===== src/rtl/fifo_read_frame.sv =====
// rtl/fifo_read_frame.sv - pops NWORD words from the RX FIFO into one flat frame register
// Optional abort on err is built when FIFO_READ_ERR_ABORT_EN is defined.
module fifo_read_frame #(
   parameter int DW        = 8,
   parameter int NWORD     = 12,
   parameter int RD_LAT    = 1,
   parameter bit MSB_FIRST = 1'b1
) (
   input  logic                         clk,
   input  logic                         rst,
   input  logic                         fs,
   output logic                         fd,
   output logic                         fe,
   input  logic                         err,
   input  logic                         fifo_empty,
   output logic                         fifo_rxen,
   input  logic [DW-1:0]                fifo_rxd,
   output logic [DW*NWORD-1:0]          res,
   output logic [3:0]                   state_fr,
   output logic [$clog2(NWORD+1)-1:0]   word_cnt
);
   localparam int CW = $clog2(NWORD+1);
   localparam logic [CW-1:0] NWORD_C = CW'(NWORD);

`ifdef FIFO_READ_ERR_ABORT_EN
   typedef enum logic [2:0] {
      S_IDLE  = 3'd0,
      S_REQ   = 3'd1,
      S_DRAIN = 3'd2,
      S_DONE  = 3'd3,
      S_ABORT = 3'd4
   } state_t;
`else
   typedef enum logic [2:0] {
      S_IDLE  = 3'd0,
      S_REQ   = 3'd1,
      S_DRAIN = 3'd2,
      S_DONE  = 3'd3
   } state_t;
`endif

   state_t            state;
   state_t            state_nxt;
   logic [CW-1:0]     req_cnt;
   logic [RD_LAT-1:0] rd_pipe;
   logic [CW-1:0]     slot;
   logic              busy;
   logic              abort_req;
   logic              capture;

   assign busy = (state == S_REQ) || (state == S_DRAIN);

`ifdef FIFO_READ_ERR_ABORT_EN
   assign abort_req = busy && err;
   assign fe        = (state == S_ABORT);
   assign fd        = (state == S_DONE) || (state == S_ABORT);
`else
   logic unused_err;
   assign unused_err = err;
   assign abort_req  = 1'b0;
   assign fe         = 1'b0;
   assign fd         = (state == S_DONE);
`endif

   assign fifo_rxen = (state == S_REQ) && !fifo_empty && (req_cnt < NWORD_C);
   // An abort in the same cycle drops the capture, so err wins over the final word.
   assign capture   = rd_pipe[RD_LAT-1] && busy && !abort_req && (word_cnt < NWORD_C);
   assign slot      = MSB_FIRST ? (NWORD_C - 1'b1 - word_cnt) : word_cnt;
   assign state_fr  = {1'b0, state};

   always_ff @(posedge clk or posedge rst) begin
      if (rst) begin
         state    <= S_IDLE;
         req_cnt  <= '0;
         word_cnt <= '0;
         rd_pipe  <= '0;
         res      <= '0;
      end else begin
         state <= state_nxt;
         if (state == S_IDLE && fs) begin
            req_cnt  <= '0;
            word_cnt <= '0;
         end
         if (fifo_rxen)
            req_cnt <= req_cnt + 1'b1;
         if (capture) begin
            res[slot*DW +: DW] <= fifo_rxd;
            word_cnt           <= word_cnt + 1'b1;
         end
         // Strobes still in flight are discarded between frames and on abort.
         if (state == S_IDLE || abort_req) begin
            rd_pipe <= '0;
         end else begin
            rd_pipe[0] <= fifo_rxen;
            for (int i = 1; i < RD_LAT; i++)
               rd_pipe[i] <= rd_pipe[i-1];
         end
      end
   end

   // DONE is entered the cycle after the final word lands in res.
   always_comb begin
      state_nxt = state;
      unique case (state)
         S_IDLE: begin
            if (fs)
               state_nxt = S_REQ;
         end
         S_REQ: begin
`ifdef FIFO_READ_ERR_ABORT_EN
            if (abort_req)
               state_nxt = S_ABORT;
            else
`endif
            if (word_cnt == NWORD_C)
               state_nxt = S_DONE;
            else if (fifo_rxen && (req_cnt == NWORD_C - 1'b1))
               state_nxt = S_DRAIN;
         end
         S_DRAIN: begin
`ifdef FIFO_READ_ERR_ABORT_EN
            if (abort_req)
               state_nxt = S_ABORT;
            else
`endif
            if (word_cnt == NWORD_C)
               state_nxt = S_DONE;
         end
         S_DONE: begin
            if (!fs)
               state_nxt = S_IDLE;
         end
`ifdef FIFO_READ_ERR_ABORT_EN
         S_ABORT: begin
            if (!fs)
               state_nxt = S_IDLE;
         end
`endif
         default: state_nxt = S_IDLE;
      endcase
   end
endmodule


===== config.mk =====
export PLATFORM = sky130hd
export DESIGN_NAME = fifo_read_frame
export DESIGN_NICKNAME = d
export VERILOG_FILES = /design/src/rtl/fifo_read_frame.sv
export SDC_FILE = /design/constraint.sdc
export NUM_CORES = 1
export LEC_CHECK = 0
export BUFFER_PORTS_ARGS = -buffer_cell sky130_fd_sc_hd__buf_2
export CAP_MARGIN = 10
export CORE_MARGIN = 4
export CORE_UTILIZATION = 50
export DETAILED_ROUTE_END_ITERATION = 8
export PLACE_DENSITY_LB_ADDON = 0.05
export REMOVE_ABC_BUFFERS = 1
export SETUP_SLACK_MARGIN = 0.05
export SKIP_LAST_GASP = 1
export SLEW_MARGIN = 25
export SYNTH_ARGS = -nofsm -noshare
export SYNTH_HDL_FRONTEND = slang
export SYNTH_SLANG_ARGS = --single-unit

===== constraint.sdc =====
create_clock -name clk -period 9.5 [get_ports clk]
set_input_delay 1.9 -clock clk [delete_from_list [all_inputs] [get_ports clk]]
set_output_delay 1.9 -clock clk [all_outputs]
set_load 0.02 [all_outputs]

==> metrics.yaml, run 1 <==
cts_buffers: 9
cp_cell_sequence: "buf_2 > nor2b_1 > nand2_1 > inv_1 > buf_2"
fin_tns_setup_ns: 0
fp-row-count: 34
initial_utilization_pct: 52.2
drt_pass1_iterations: 4
synthTopCellsByArea: "dfrtp_1 (58%), mux2_2 (10%), nand2_1 (5.9%), mux2i_1 (4.1%), ha_1 (3.5%)"
drive_above_1_share_pct: 33.9
die-area_um2: 10800
fill_cells: 784
hold_depth: 2
path_clk_slew_ns: 0.10
ys_dominant_reg_cell: "dfrtp_1"
drv_slew: 0
hpwlAfterDp_um: 7670
wl_um: 10700
grt_max_degree: 59
p_comb_share_pct: 29.7
wl_per_cell_um: 17.1
clock-sinks: 107
drtIter0Drc: 158
ys_ff_latch: 107
synth_cell_types: 39
reg2reg_to: "res[9]"
worstSkewPairLatency_ns: 0.38
syn2layout_area_growth_pct: 18.3
cts_tree: "done"
worstHoldStart: "res[14]"
fin_crit_sh_pct: 47.5
grt_pass1_vias: 3476
hold_viol_final: 0
tightest_slew_ns: 0.832
multi_input_area_um2: 1770
yosysWarnings: 0
finalSetupViolCount: 0
register_area_um2: 2680
seq_power_share_pct: 47.1
port_buffers: 115
io_pins: 120
fmax_mhz: 222
p_int_w: 0.000751
r2r_start: "word_cnt[2]"
max_cap_violations: 0
rsz0062_at_grt: "no"
critPathMostFrequentCell: "buf_2"
clock-root-buffer: "clkbuf_8"
synth_top_area_share_pct: 58.0
worstPathRequired_ns: 7.60
vias: 3367
vdd_drop_max_mv: 0.120
finalClockSkew_ns: 0.0206
ctsResizeCount: 0
power_density_nw_per_um2: 218
cp-end-kind: "output port"
ff2ff_path_depth: 7
synth-edff-count: 0
netlist_instances: 402
hold_end: "res[14]"
ant_nets: 0
p_switching_w: 0.000443
grt_pass1_wl_um: 18500
reg2reg_slack_ns: 6.46
drc: 0
final_util_pct: 61.8
grtUsageTotal_pct: 21.3
async_flop_share_pct: 100
antenna_found_initial: 0
criticalPathCategory: "primary input to output port"
p_leak_nw: 2.87
outcome: "finished, final reports clean"
worstPathMaxFanout: 7
final_cell_mix: "buf_2 (115), dfrtp_1 (107), nand2_1 (72)"
die_x_um: 104
fin_crit_ns: 4.51
mostFrequentLayoutCell: "buf_2"
gp_congestion: 0.893
netlist_area_um2: 4620
synth_area_per_cell_um2: 11.5
htree_levels: 3
pre_cts_slack_ns: 4.98
yosysTopAreaCell: "dfrtp_1"
synth_seq_area_share_pct: 58.0
via_per_inst: 5.34
slowest_stage: "nand2_1"
netSwitchingFraction_pct: 37.1
postCtsHoldBufs: 0
max-slew-margin-rel_pct: 44.1
grt_overflow_total: 0
start_kind: "primary input"
critPathMaxStageDelay_ns: 0.20
ctsLongestPathBuffers: 2
dieHeight_um: 104
diodes: 0
crit_arrival_ns: 2.61
p_clk_share_pct: 23.2
fin_nets: 543
setup_ws_ns: 4.99
cts_setup_buffers: 0
core_um2: 8850
hold_path_class: "register to register"
[power groups by stage]
stage / clock network [W] / logic (W) / registers (W)
6_report: 0.000277 / 0.000354 / 0.000563
5_1_grt: 0.000300 / 0.000398 / 0.000573
4_1_cts: 0.000282 / 0.000359 / 0.000564
3_5_place_dp: 0 / 0.000358 / 0.000573
3_3_place_gp: 0 / 0.000351 / 0.000569
2_1_floorplan: 0 / 0.000171 / 0.000636
[synth_stat cells, types with 3 or more instances]
cell type / instances
a21oi_1: 3
and2_1: 10
buf_4: 4
clkbuf_1: 6
dfrtp_1: 107
ha_1: 13
inv_1: 26
mux2_2: 41
mux2i_1: 19
nand2_1: 72
nand3_1: 6
nand4_1: 7
nor2_1: 5
o21ai_0: 32
o21ai_1: 8
o31ai_1: 16
[critical path, delay by kind of cell]
family	cells	cell delay, ns
simple gates	2	0.38
buf+inv	3	0.34
[logic make-up (layout without fill, tap and decap cells)]
group | Yosys count | after routing | share of synthesized area (%)
AO/OA/AOI/OAI | 63 | 63 | 7.91
buffers and inverters | 40 | 158 | 3.79
XOR/XNOR | 3 | 3 | 0.732
AND/OR/NAND/NOR | 114 | 114 | 11.6
adder cells (fa/ha/maj) | 13 | 13 | 3.52
flip-flops | 107 | 107 | 58.0
multiplexers | 61 | 61 | 14.4
other | 1 | 3 | 0.0812
[per-stage QoR]
stage	hold WS (ns)	instance area [µm²]	power, W	cells
final	0.478	5460	0.00119	630
after global routing	0.520	5460	0.00127	630
after CTS	0.485	5460	0.00120	630
after detailed placement	0.462	5270	0.000931	614
after global placement	0.456	5270	0.000920	614
after floorplan	0.485	4550	0.000807	390
[worst max path at each step]
stage,from,end,slack [ns]
finish,fifo_empty,fifo_rxen,4.99
global route,fifo_empty,fifo_rxen,4.87
CTS,fifo_empty,fifo_rxen,4.98
detailed placement,fifo_empty,fifo_rxen,4.98
global placement,fifo_empty,fifo_rxen,5.00
floorplan,rst,rd_pipe,4.78
[per-layer routing]
metal / track usage [%] / vias up / share of wire, %
met5: 0 / - / 0
met3: 4.84 / 13 / 6.1
met4: 7.31 / 0 / 1.6
met1: 29.2 / 1637 / 46
met2: 33.6 / 107 / 46
li1: - / 1610 / -
[layout make-up]
type / count / share of cell area, %
Clock buffer: 11 / 2.77
Tap cell: 108 / 2.47
Inverter: 26 / 1.83
Sequential cell: 107 / 49.0
Multi-Input combinational cell: 257 / 32.4
Timing Repair Buffer: 116 / 10.7
Clock inverter: 5 / 0.824
[sequential cells by signal, summed over array words and instances (netlist names)]
signal / cells
res: 96
req_cnt: 4
word_cnt: 4
state: 2
rd_pipe: 1
(Power assumes the default switching activity.)
==> run 2, diff against run 1 <==
- ABC_AREA: unset -> 1
- CORE_UTILIZATION: 50 -> 49
- clock period: 9.5 -> 3.9 ns (I/O delays scaled with it)
==> run 2 against run 1 <==
Compared with the run above:
- flip-flop and latch count stayed put
- area after synthesis rose by 9.5%
- critical path depth is 6 higher
==> metrics.yaml, run 2 <==
outcome: "finished, final reports clean"
hpwlAfterDp_um: 8930
finalSetupViolCount: 0
ys_ff_latch: 107
synth_seq_area_share_pct: 53.0
crit_arrival_ns: 2.78
grt_max_degree: 92
fin_nets: 718
place_area_um2: 5710
crit_path_start: "word_cnt[2]"
fin_crit_ns: 2.48
yosysTopAreaCell: "dfrtp_1"
finalClockSkew_ns: 0.00871
ff2ff_path_depth: 11
max_cap_violations: 0
synthTopCellsByArea: "dfrtp_1 (53%), nand2_1 (17%), ha_1 (3.2%), nand3_1 (3.2%), nor2_1 (2.8%)"
reg2reg_slack_ns: 1.42
drt_pass1_iterations: 4
dp.cells: 814
netlist_instances: 575
ctsResizeCount: 0
wl_per_cell_um: 14.7
synth_top_area_share_pct: 53.0
p_switching_w: 0.00126
p_clk_share_pct: 25.4
cts_tree: "done"
largest-register: "res"
drtIter0Drc: 256
fmax_mhz: 404
cts_setup_buffers: 0
hold_viol_final: 0
async_flop_share_pct: 100
io_pins: 120
fin_area_um2: 5970
initial_utilization_pct: 51.0
gp_congestion: 0.830
synth_cell_types: 33
fin_tns_setup_ns: 0
grt_overflow_total: 0
worstHoldStart: "res[36]"
synth_area_per_cell_um2: 8.79
reg2reg_to: "res[82]"
drc: 0
tightest_slew_ns: 0.805
grt_pass1_wl_um: 19500
wl_um: 12200
power_density_nw_per_um2: 570
largest_reg_flops: 96
die-area_um2: 12000
grt_pass1_vias: 3858
clock-root-buffer: "clkbuf_8"
drive_above_1_share_pct: 24.3
grtUsageTotal_pct: 21.1
worstPathMaxFanout: 11
core_um2: 9910
htree_levels: 3
p_leak_nw: 2.77
vdd_drop_max_mv: 0.292
ys_dominant_reg_cell: "dfrtp_1"
hold_path_class: "register to register"
postCtsHoldBufs: 0
netlist_area_um2: 5050
vias: 4153
criticalPathCategory: "register to register"
hold_depth: 2
p_comb_share_pct: 32.1
die_x_um: 110
clock-sinks: 107
start_kind: "register"
ant_nets: 0
diodes: 0
cts_buffers: 9
dieHeight_um: 110
via_per_inst: 5.01
path_clk_slew_ns: 0.09
worstPathRequired_ns: 4.20
fin_cells: 829
syn2layout_area_growth_pct: 18.2
final_cell_mix: "nand2_1 (234), buf_2 (115), dfrtp_1 (107)"
netSwitchingFraction_pct: 37.0
fp-row-count: 36
synth-edff-count: 0
yosysMostFrequentCell: "nand2_1"
p_int_w: 0.00215
largest_registers: "res (96), req_cnt (4), word_cnt (4)"
hold_end: "res[36]"
port_buffers: 115
drv_slew: 0
seq_power_share_pct: 42.5
worstSkewPairLatency_ns: 0.37
mostFrequentLayoutCell: "nand2_1"
fin_crit_sh_pct: 63.5
ctsLongestPathBuffers: 2
yosysWarnings: 0
max-slew-margin-rel_pct: 46.4
rsz0062_at_grt: "no"
synth_top_cells_by_count: "nand2_1 (234), dfrtp_1 (107), nor2_1 (38), nand3_1 (32), o21ai_1 (28)"
r2r_start: "word_cnt[2]"
cp-end-kind: "register"
antenna_found_initial: 0
## run 2: cell count changes after synthesis, moves of 7 or more
cell and change:
nand2_1 +162, mux2_2 -41, nor2_1 +33, nand3_1 +26, o21ai_1 +20, mux2i_1 -19, o21ai_0 -18, o31ai_1 -16
nand3b_1 +15, and2_1 -10, nor2_4 +7
## run 2: final cells by class
cell class / instances / area (µm²)
clock buffers: 10 / 138
clock inverters: 5 / 125
fillers: 888 / 3940
inverters: 36 / 155
multi-input cells: 422 / 2130
flip-flops and latches: 107 / 2680
well taps: 133 / 166
repair buffers: 116 / 583
## run 2: critical path, cell delays in order, from the launching register on
cell	delay, ns
dfrtp_1	0.46
inv_2	0.10
ha_1	0.32
inv_1	0.08
ha_1	0.38
inv_2	0.13
nand2_1	0.09
nor2_4	0.19
nand2_1	0.29
inv_1	0.24
nand2_1	0.07
nand2_1	0.06
## run 2: power by group through the flow
stage | Combinational, W | Clock (W) | Sequential [W]
3_3_place_gp | 0.00108 | 0 | 0.00146
6_report | 0.00109 | 0.000866 | 0.00145
3_5_place_dp | 0.00110 | 0 | 0.00147
5_1_grt | 0.00121 | 0.000930 | 0.00147
4_1_cts | 0.00110 | 0.000885 | 0.00145
2_1_floorplan | 0.000524 | 0 | 0.00167
## run 2: how the worst max path moves through the flow
stage	cells past startpoint	endpoint	slack, ns
6_report	11	res[82]	1.42
5_1_grt	11	res[82]	1.23
4_1_cts	11	res[82]	1.44
3_5_place_dp	11	res[82]	1.45
3_3_place_gp	11	res[81]	1.49
2_1_floorplan	1	rd_pipe	0.30
## run 2: stage by stage
stage	hold WS [ns]	util (%)	setup WS [ns]	power [W]
after floorplan	0.470	-	0.303	0.00220
after global placement	0.449	57.6	1.49	0.00254
after detailed placement	0.454	57.6	1.45	0.00256
after CTS	0.477	60.3	1.44	0.00343
after global routing	0.496	60.3	1.23	0.00361
final	0.473	60.3	1.42	0.00340
## run 2: cell families after synthesis
logic type | Yosys count | share of synthesized area (%)
simple gates | 355 | 33.4
flops | 107 | 53.0
compound gates | 50 | 5.08
buf+inv | 48 | 5.03
fa+ha+maj | 13 | 3.22
xor+xnor | 1 | 0.173
other cells | 1 | 0.0742
## run 2: per-layer routing
| metal | routed length (µm) | part of all wire, % | up-vias | GRT usage [%] |
|---|---|---|---|---|
| met2 | 5450 | 45 | 122 | 32.3 |
| met4 | 144 | 1.2 | 0 | 6.86 |
| met3 | 807 | 6.6 | 9 | 2.99 |
| li1 | - | - | 2057 | - |
| met5 | 0 | 0 | - | 0 |
| met1 | 5780 | 47 | 1965 | 30.9 |
